### config.mk
export PLATFORM = sky130hd
export DESIGN_NAME = countdown_ctrl_flat
export DESIGN_NICKNAME = d
export VERILOG_FILES = /design/src/rtl/countdown_if.sv /design/src/rtl/countdown_ctrl.sv /design/src/flat_wrapper.sv
export SDC_FILE = /design/constraint.sdc
export NUM_CORES = 1
export LEC_CHECK = 0
export BUFFER_PORTS_ARGS = -buffer_cell sky130_fd_sc_hd__buf_2
export CAP_MARGIN = 10
export CORE_MARGIN = 5
export CORE_UTILIZATION = 45
export DETAILED_ROUTE_END_ITERATION = 7
export PLACE_DENSITY = 0.71
export SETUP_SLACK_MARGIN = 0.3
export SLEW_MARGIN = 10
export SYNTH_ARGS = -nofsm -noshare
export SYNTH_HDL_FRONTEND = slang
export SYNTH_SLANG_ARGS = --single-unit
### constraint.sdc
create_clock -name clk -period 2.6 [get_ports clk]
set_input_delay 0.13 -clock clk [delete_from_list [all_inputs] [get_ports clk]]
set_output_delay 0.13 -clock clk [all_outputs]
set_load 0.01 [all_outputs]
### src/rtl/countdown_if.sv
// Signal bundle between the MM:SS timer control stage and the surrounding buttons/digit chain.
interface countdown_if;
  logic        btn_start;
  logic        btn_clear;
  logic [15:0] digit_value;
  logic        decrease;
  logic        load_n;
  logic [1:0]  state;
  logic        running;
  logic        alarm;

  modport master (
    output btn_start, btn_clear, digit_value,
    input  decrease, load_n, state, running, alarm
  );

  modport slave (
    input  btn_start, btn_clear, digit_value,
    output decrease, load_n, state, running, alarm
  );
endinterface

### src/rtl/countdown_ctrl.sv
// Control stage of a four-digit MM:SS BCD countdown: button conditioning, count-tick divider,
// IDLE/RUN/PAUSE/DONE sequencing, decrease pulses to the seconds-ones digit and digit reload.
module countdown_ctrl #(
  parameter int TICK_DIV     = 100_000_000,
  parameter int DEBOUNCE_CYC = 16
) (
  input  logic       clk,
  input  logic       rst_n,
  countdown_if.slave bus
);
  typedef enum logic [1:0] {
    ST_IDLE  = 2'b00,
    ST_RUN   = 2'b01,
    ST_PAUSE = 2'b10,
    ST_DONE  = 2'b11
  } state_t;

  localparam int DIV_W = $clog2(TICK_DIV);
  localparam int DB_W  = (DEBOUNCE_CYC > 1) ? $clog2(DEBOUNCE_CYC) : 1;
  localparam logic [DIV_W-1:0] DIV_LAST = DIV_W'(TICK_DIV - 1);
  localparam logic [DB_W-1:0]  DB_LAST  = DB_W'(DEBOUNCE_CYC - 1);

  // Bit 0 is the start/pause button, bit 1 the clear button.
  logic [1:0]       btn_raw_s;
  logic [1:0]       sync1_r;
  logic [1:0]       sync2_r;
  logic [1:0]       acc_r;
  logic [1:0]       acc_d_r;
  logic [1:0]       pulse_r;
  logic [DB_W-1:0]  db_cnt_r [2];

  logic             start_p_s;
  logic             clear_p_s;
  logic             all_zero_s;
  logic             tick_s;
  logic             reload_s;
  logic             dec_nx_s;
  state_t           state_r;
  state_t           state_nx_s;
  logic [DIV_W-1:0] div_r;
  logic [DIV_W-1:0] div_nx_s;
  logic             dec_r;
  logic             load_n_r;
  logic             running_r;
  logic             alarm_r;

  assign btn_raw_s  = {bus.btn_clear, bus.btn_start};
  assign start_p_s  = pulse_r[0];
  assign clear_p_s  = pulse_r[1];
  assign all_zero_s = (bus.digit_value == 16'h0000);
  assign tick_s     = (state_r == ST_RUN) && (div_r == DIV_LAST);

  // Two-flop synchronizer, stability counter and accepted-rise pulse for each button
  always_ff @(posedge clk or negedge rst_n) begin
    if (!rst_n) begin
      sync1_r     <= 2'b00;
      sync2_r     <= 2'b00;
      acc_r       <= 2'b00;
      acc_d_r     <= 2'b00;
      pulse_r     <= 2'b00;
      db_cnt_r[0] <= {DB_W{1'b0}};
      db_cnt_r[1] <= {DB_W{1'b0}};
    end else begin
      sync1_r <= btn_raw_s;
      sync2_r <= sync1_r;
      acc_d_r <= acc_r;
      pulse_r <= acc_r & ~acc_d_r;
      for (int i = 0; i < 2; i++) begin
        // The counter only advances while the synchronized level disagrees with the accepted one.
        if (sync2_r[i] == acc_r[i]) begin
          db_cnt_r[i] <= {DB_W{1'b0}};
        end else if (db_cnt_r[i] == DB_LAST) begin
          acc_r[i]    <= sync2_r[i];
          db_cnt_r[i] <= {DB_W{1'b0}};
        end else begin
          db_cnt_r[i] <= db_cnt_r[i] + DB_W'(1);
        end
      end
    end
  end

  // Next state, reload request, divider step and qualified decrease
  always_comb begin
    state_nx_s = state_r;
    reload_s   = 1'b0;
    div_nx_s   = {DIV_W{1'b0}};
    dec_nx_s   = 1'b0;

    if (clear_p_s) begin
      state_nx_s = ST_IDLE;
      reload_s   = 1'b1;
    end else begin
      case (state_r)
        ST_IDLE: begin
          if (start_p_s) state_nx_s = all_zero_s ? ST_DONE : ST_RUN;
          else           state_nx_s = ST_IDLE;
        end
        ST_RUN: begin
          if (start_p_s)       state_nx_s = ST_PAUSE;
          else if (all_zero_s) state_nx_s = ST_DONE;
          else                 state_nx_s = ST_RUN;
        end
        ST_PAUSE: begin
          if (start_p_s) state_nx_s = ST_RUN;
          else           state_nx_s = ST_PAUSE;
        end
        ST_DONE: begin
          if (start_p_s) begin
            state_nx_s = ST_IDLE;
            reload_s   = 1'b1;
          end else begin
            state_nx_s = ST_DONE;
          end
        end
        default: state_nx_s = ST_IDLE;
      endcase
    end

    // PAUSE keeps the partial tick period so a resume finishes the interrupted second.
    case (state_r)
      ST_RUN:   div_nx_s = tick_s ? {DIV_W{1'b0}} : div_r + DIV_W'(1);
      ST_PAUSE: div_nx_s = div_r;
      default:  div_nx_s = {DIV_W{1'b0}};
    endcase

    dec_nx_s = tick_s & ~all_zero_s & ~start_p_s & ~clear_p_s;
  end

  // State, divider and registered outputs
  always_ff @(posedge clk or negedge rst_n) begin
    if (!rst_n) begin
      state_r   <= ST_IDLE;
      div_r     <= {DIV_W{1'b0}};
      dec_r     <= 1'b0;
      load_n_r  <= 1'b1;
      running_r <= 1'b0;
      alarm_r   <= 1'b0;
    end else begin
      state_r   <= state_nx_s;
      div_r     <= div_nx_s;
      dec_r     <= dec_nx_s;
      load_n_r  <= ~reload_s;
      running_r <= (state_nx_s == ST_RUN);
      alarm_r   <= (state_nx_s == ST_DONE);
    end
  end

  assign bus.decrease = dec_r;
  assign bus.load_n   = load_n_r;
  assign bus.state    = state_r;
  assign bus.running  = running_r;
  assign bus.alarm    = alarm_r;
endmodule

### src/flat_wrapper.sv
// flat-port wrapper written by rule: the top's interface ports become plain ports
module countdown_ctrl_flat 
#(
  parameter int TICK_DIV     = 100_000_000,
  parameter int DEBOUNCE_CYC = 16
)
  (clk, rst_n, bus_btn_start, bus_btn_clear, bus_digit_value, bus_decrease, bus_load_n, bus_state, bus_running, bus_alarm);
  countdown_if bus_i ();
  input  logic clk;
  input  logic rst_n;
  input wire logic [$bits(bus_i.btn_start)-1:0] bus_btn_start;
  input wire logic [$bits(bus_i.btn_clear)-1:0] bus_btn_clear;
  input wire logic [$bits(bus_i.digit_value)-1:0] bus_digit_value;
  output wire logic [$bits(bus_i.decrease)-1:0] bus_decrease;
  output wire logic [$bits(bus_i.load_n)-1:0] bus_load_n;
  output wire logic [$bits(bus_i.state)-1:0] bus_state;
  output wire logic [$bits(bus_i.running)-1:0] bus_running;
  output wire logic [$bits(bus_i.alarm)-1:0] bus_alarm;
  assign bus_i.btn_start = bus_btn_start;
  assign bus_i.btn_clear = bus_btn_clear;
  assign bus_i.digit_value = bus_digit_value;
  assign bus_decrease = bus_i.decrease;
  assign bus_load_n = bus_i.load_n;
  assign bus_state = bus_i.state;
  assign bus_running = bus_i.running;
  assign bus_alarm = bus_i.alarm;
  countdown_ctrl #(.TICK_DIV(TICK_DIV), .DEBOUNCE_CYC(DEBOUNCE_CYC)) u_core (.clk(clk), .rst_n(rst_n), .bus(bus_i));
endmodule
==> impl_metrics.py <==
metrics = {
    "run_status": {
        "status": "completed",
    },
    "layout": {
        "n_antenna_cell": 0,
        "fillers": 484,
        "fin_nets": 305,
        "area_growth_syn_to_layout_pct": 12.7,
        "fin_cells": 355,
        "fin_util_pct": 52.3,
        "layout-drive-gt1-share_pct": 18.0,
    },
    "clock_network": {
        "clkSinkCount": 51,
        "htree_levels": 2,
        "clkSlewWorstSetupHoldPaths_ps": 100,
        "clk_latency_ps": 310,
        "cts_tree": "done",
        "cts_setup_buffers": 0,
        "cts-root-buf": "clkbuf_8",
        "clock_path_buffers": 2,
        "cts_buffers": 5,
    },
    "sta": {
        "fin_setup_tns_ps": 0,
        "fin_crit_sh_pct": 81.4,
        "finalHoldViolCount": 0,
        "setup_viol": 0,
        "slew_viol_final": 0,
        "rsz0062_at_grt": "no",
        "relSlewSlack_pct": 60.7,
        "tightest_slew_ps": 589,
        "fmax_mhz": 473,
        "min_period_ps": 2120,
        "final.setup_skew_ps": 7.61,
    },
    "synth": {
        "syn_area_per_cell_sq_um": 10.1,
        "syn_area_sq_um": 2550,
        "async_flop_share_pct": 100,
        "synth_cells": 252,
        "yosysUniqueCellTypes": 49,
        "yosysMostFrequentCell": "dfrtp_1",
        "synth_common_cells": "dfrtp_1, nand2_1, a21oi_1, nand3_1, a31oi_1",
        "yosys-top-cells-area": "dfrtp_1, nand2_1, a21oi_1",
        "yosysSeqAreaShare_pct": 50.0,
        "yosysTopAreaCell": "dfrtp_1",
        "synth_enable_flop_cells": 0,
        "synth_top_flop_cell": "dfrtp_1",
        "synth_nets": 275,
        "synth_top_area_share_pct": 49.0,
        "yosys_warnings": 0,
        "synth_seq_cells": 51,
    },
    "routing": {
        "viasPerCell": 5.78,
        "first_pass_iters": 4,
        "drtIter0Drc": 121,
        "drcViolationCount": 0,
        "routed_wl_microns": 5150,
        "antenna_left": 0,
        "wire_per_inst_microns": 14.5,
        "vias": 2052,
    },
    "placed_design": {
        "io_buffers": 25,
        "gp_congestion": 0.819,
        "dpl.hpwl_microns": 3620,
        "dp_cells": 344,
    },
    "critical_path": {
        "crit_type": "reg2reg",
        "reg2reg_depth": 6,
        "path_buf_inv": 0,
        "startpoint": "u_core.div_r[0]",
        "required_ps": 2850,
        "cp_slowest_cell": "nor4_4",
        "critPathMaxStageDelay_ps": 500,
        "cp_top_family": "simple AND/OR/NAND/NOR gates",
        "critPathLaunchType": "register",
        "worst_ep_arrival_time_ps": 2370,
        "reg2reg_slack_ps": 480,
        "crit_path_end_kind": "register",
        "worstReg2RegEnd": "u_core.div_r[26]",
        "r2r_start": "u_core.div_r[0]",
        "cp_max_fo": 7,
        "path_cells": "ha_1, nand4_4, nor4_4, nand3_4, or4_1, nand3_1",
    },
    "pwr": {
        "p_int_mw": 1.03,
        "seq_power_share_pct": 60.2,
        "swShare_pct": 24.1,
        "p_switching_uw": 327,
        "p_clk_share_pct": 34.6,
        "power_leakage_nw": 1.27,
        "combPwrFrac_pct": 5.3,
        "p_per_area_nw_per_um2": 471,
        "ir_drop_mv": 0.217,
    },
    "floorplanning": {
        "die_y_microns": 85.3,
        "start_util_pct": 46.4,
        "core_sq_um": 5510,
        "fp.dieArea_sq_um": 7280,
        "boundaryPins": 26,
        "row_count": 27,
        "die_w_microns": 85.3,
    },
    "grt": {
        "grt_pass1_wl_microns": 9090,
        "gr-total-overflow": 0,
        "grt_pass1_vias": 1973,
        "grt_use_total_pct": 15.2,
        "grt_max_degree": 35,
        "antenna_found_initial": 0,
    },
    "min_path": {
        "min_to": "u_core.bus.state[1]",
        "holdCritPathClass": "in2reg",
        "min_from": "bus_digit_value[14]",
        "hold_depth": 5,
    },
    "job": {
        "drv_cap": 0,
    },
}
==> how the worst max path moves through the flow <==
stage	endpoint	slack (ps)	cells after the start
detailed placement	u_core.div_r[26]	510	6
global route	u_core.div_r[18]	330	7
floorplan	u_core.div_r[12]	650	8
finish	u_core.div_r[26]	480	6
global placement	u_core.div_r[26]	560	6
CTS	u_core.div_r[26]	480	6
==> worst reg2reg max path, delay by kind of cell (launching register included) <==
family                     cells  cell delay, ps
and+or+nand+nor                5            1390
DFF                            1             410
adders and majority gates      1             270
==> what timing repair did <==
item / CTS / global route
resized for setup: 0 / 0
hold buffers: 3 / 0
endpoints found under the hold margin: 19 / 0
==> per-stage QoR <==
stage          cell area, sq um  hold slack, ps  power (mW)  worst slack, ps
2_1_floorplan              2550            -166       0.859              654
6_report                   2880             263        1.36              485
3_3_place_gp               2760            73.3       0.899              565
4_1_cts                    2880             257        1.38              479
3_5_place_dp               2760            83.7       0.901              511
5_1_grt                    2880             283        1.43              330
==> placed cells by master, fill, tap and decap left out, types with 3 or more instances in the layout <==
| cell type | instances |
|---|---|
| dfrtp_1 | 50 |
| dlygate4sd3_1 | 3 |
| a41oi_1 | 6 |
| nor3b_1 | 3 |
| xnor2_1 | 6 |
| nor2b_1 | 6 |
| a22o_1 | 3 |
| o21ai_0 | 9 |
| nor3_1 | 3 |
| nand2_1 | 26 |
| inv_1 | 5 |
| nand3_1 | 19 |
| buf_4 | 6 |
| or4_1 | 3 |
| nor2_1 | 10 |
| and3_1 | 7 |
| nor4_1 | 7 |
| buf_2 | 25 |
| a21oi_1 | 19 |
| clkbuf_8 | 5 |
| nand4_1 | 4 |
| nand2b_1 | 4 |
| o211ai_1 | 3 |
| a31oi_1 | 14 |
| ha_1 | 3 |
==> final cells by class <==
type	instances	area (sq um)	share of cell area (%)
repair buffers	34	200	6.96
multi-input cells	185	1200	41.7
well taps	72	90.1	3.13
clock inverters	3	23.8	0.826
flip-flops and latches	51	1280	44.4
inverters	5	18.8	0.652
clock buffers	5	68.8	2.39
==> sequential cells by signal (all words and copies together), names as in the netlist <==
register,count
u_core.div_r,27
u_core.db_cnt_r,8
u_core.acc_d_r,2
u_core.acc_r,2
u_core.bus.state,2
u_core.pulse_r,2
u_core.sync1_r,2
u_core.sync2_r,2
u_core.bus.alarm,1
u_core.bus.decrease,1
u_core.bus.load_n,1
u_core.bus.running,1
==> routing by layer <==
metal | vias up | wire, microns | part of all wire [%] | GRT usage [%]
li1 | 1003 | - | - | -
met1 | 993 | 2360 | 46 | 20.6
met2 | 44 | 2490 | 48 | 23.8
met3 | 12 | 172 | 3.3 | 2.43
met4 | 0 | 121 | 2.4 | 7.19
met5 | - | 0 | 0 | 0
==> cell families after synthesis <==
logic type	share of synthesized area, %
fa+ha+maj	1.47
buf+inv	3.04
mux	1.67
flops	50.0
simple gates	25.9
xor+xnor	2.74
compound gates	15.2
==> power groups by stage <==
stage	clock [mW]	sequential, mW	combinational [mW]
2_1_floorplan	0	0.830	0.0285
3_3_place_gp	0	0.831	0.0680
3_5_place_dp	0	0.832	0.0696
4_1_cts	0.493	0.816	0.0732
5_1_grt	0.526	0.819	0.0825
6_report	0.469	0.816	0.0713
No activity file was read; power rests on OpenSTA's default activity.
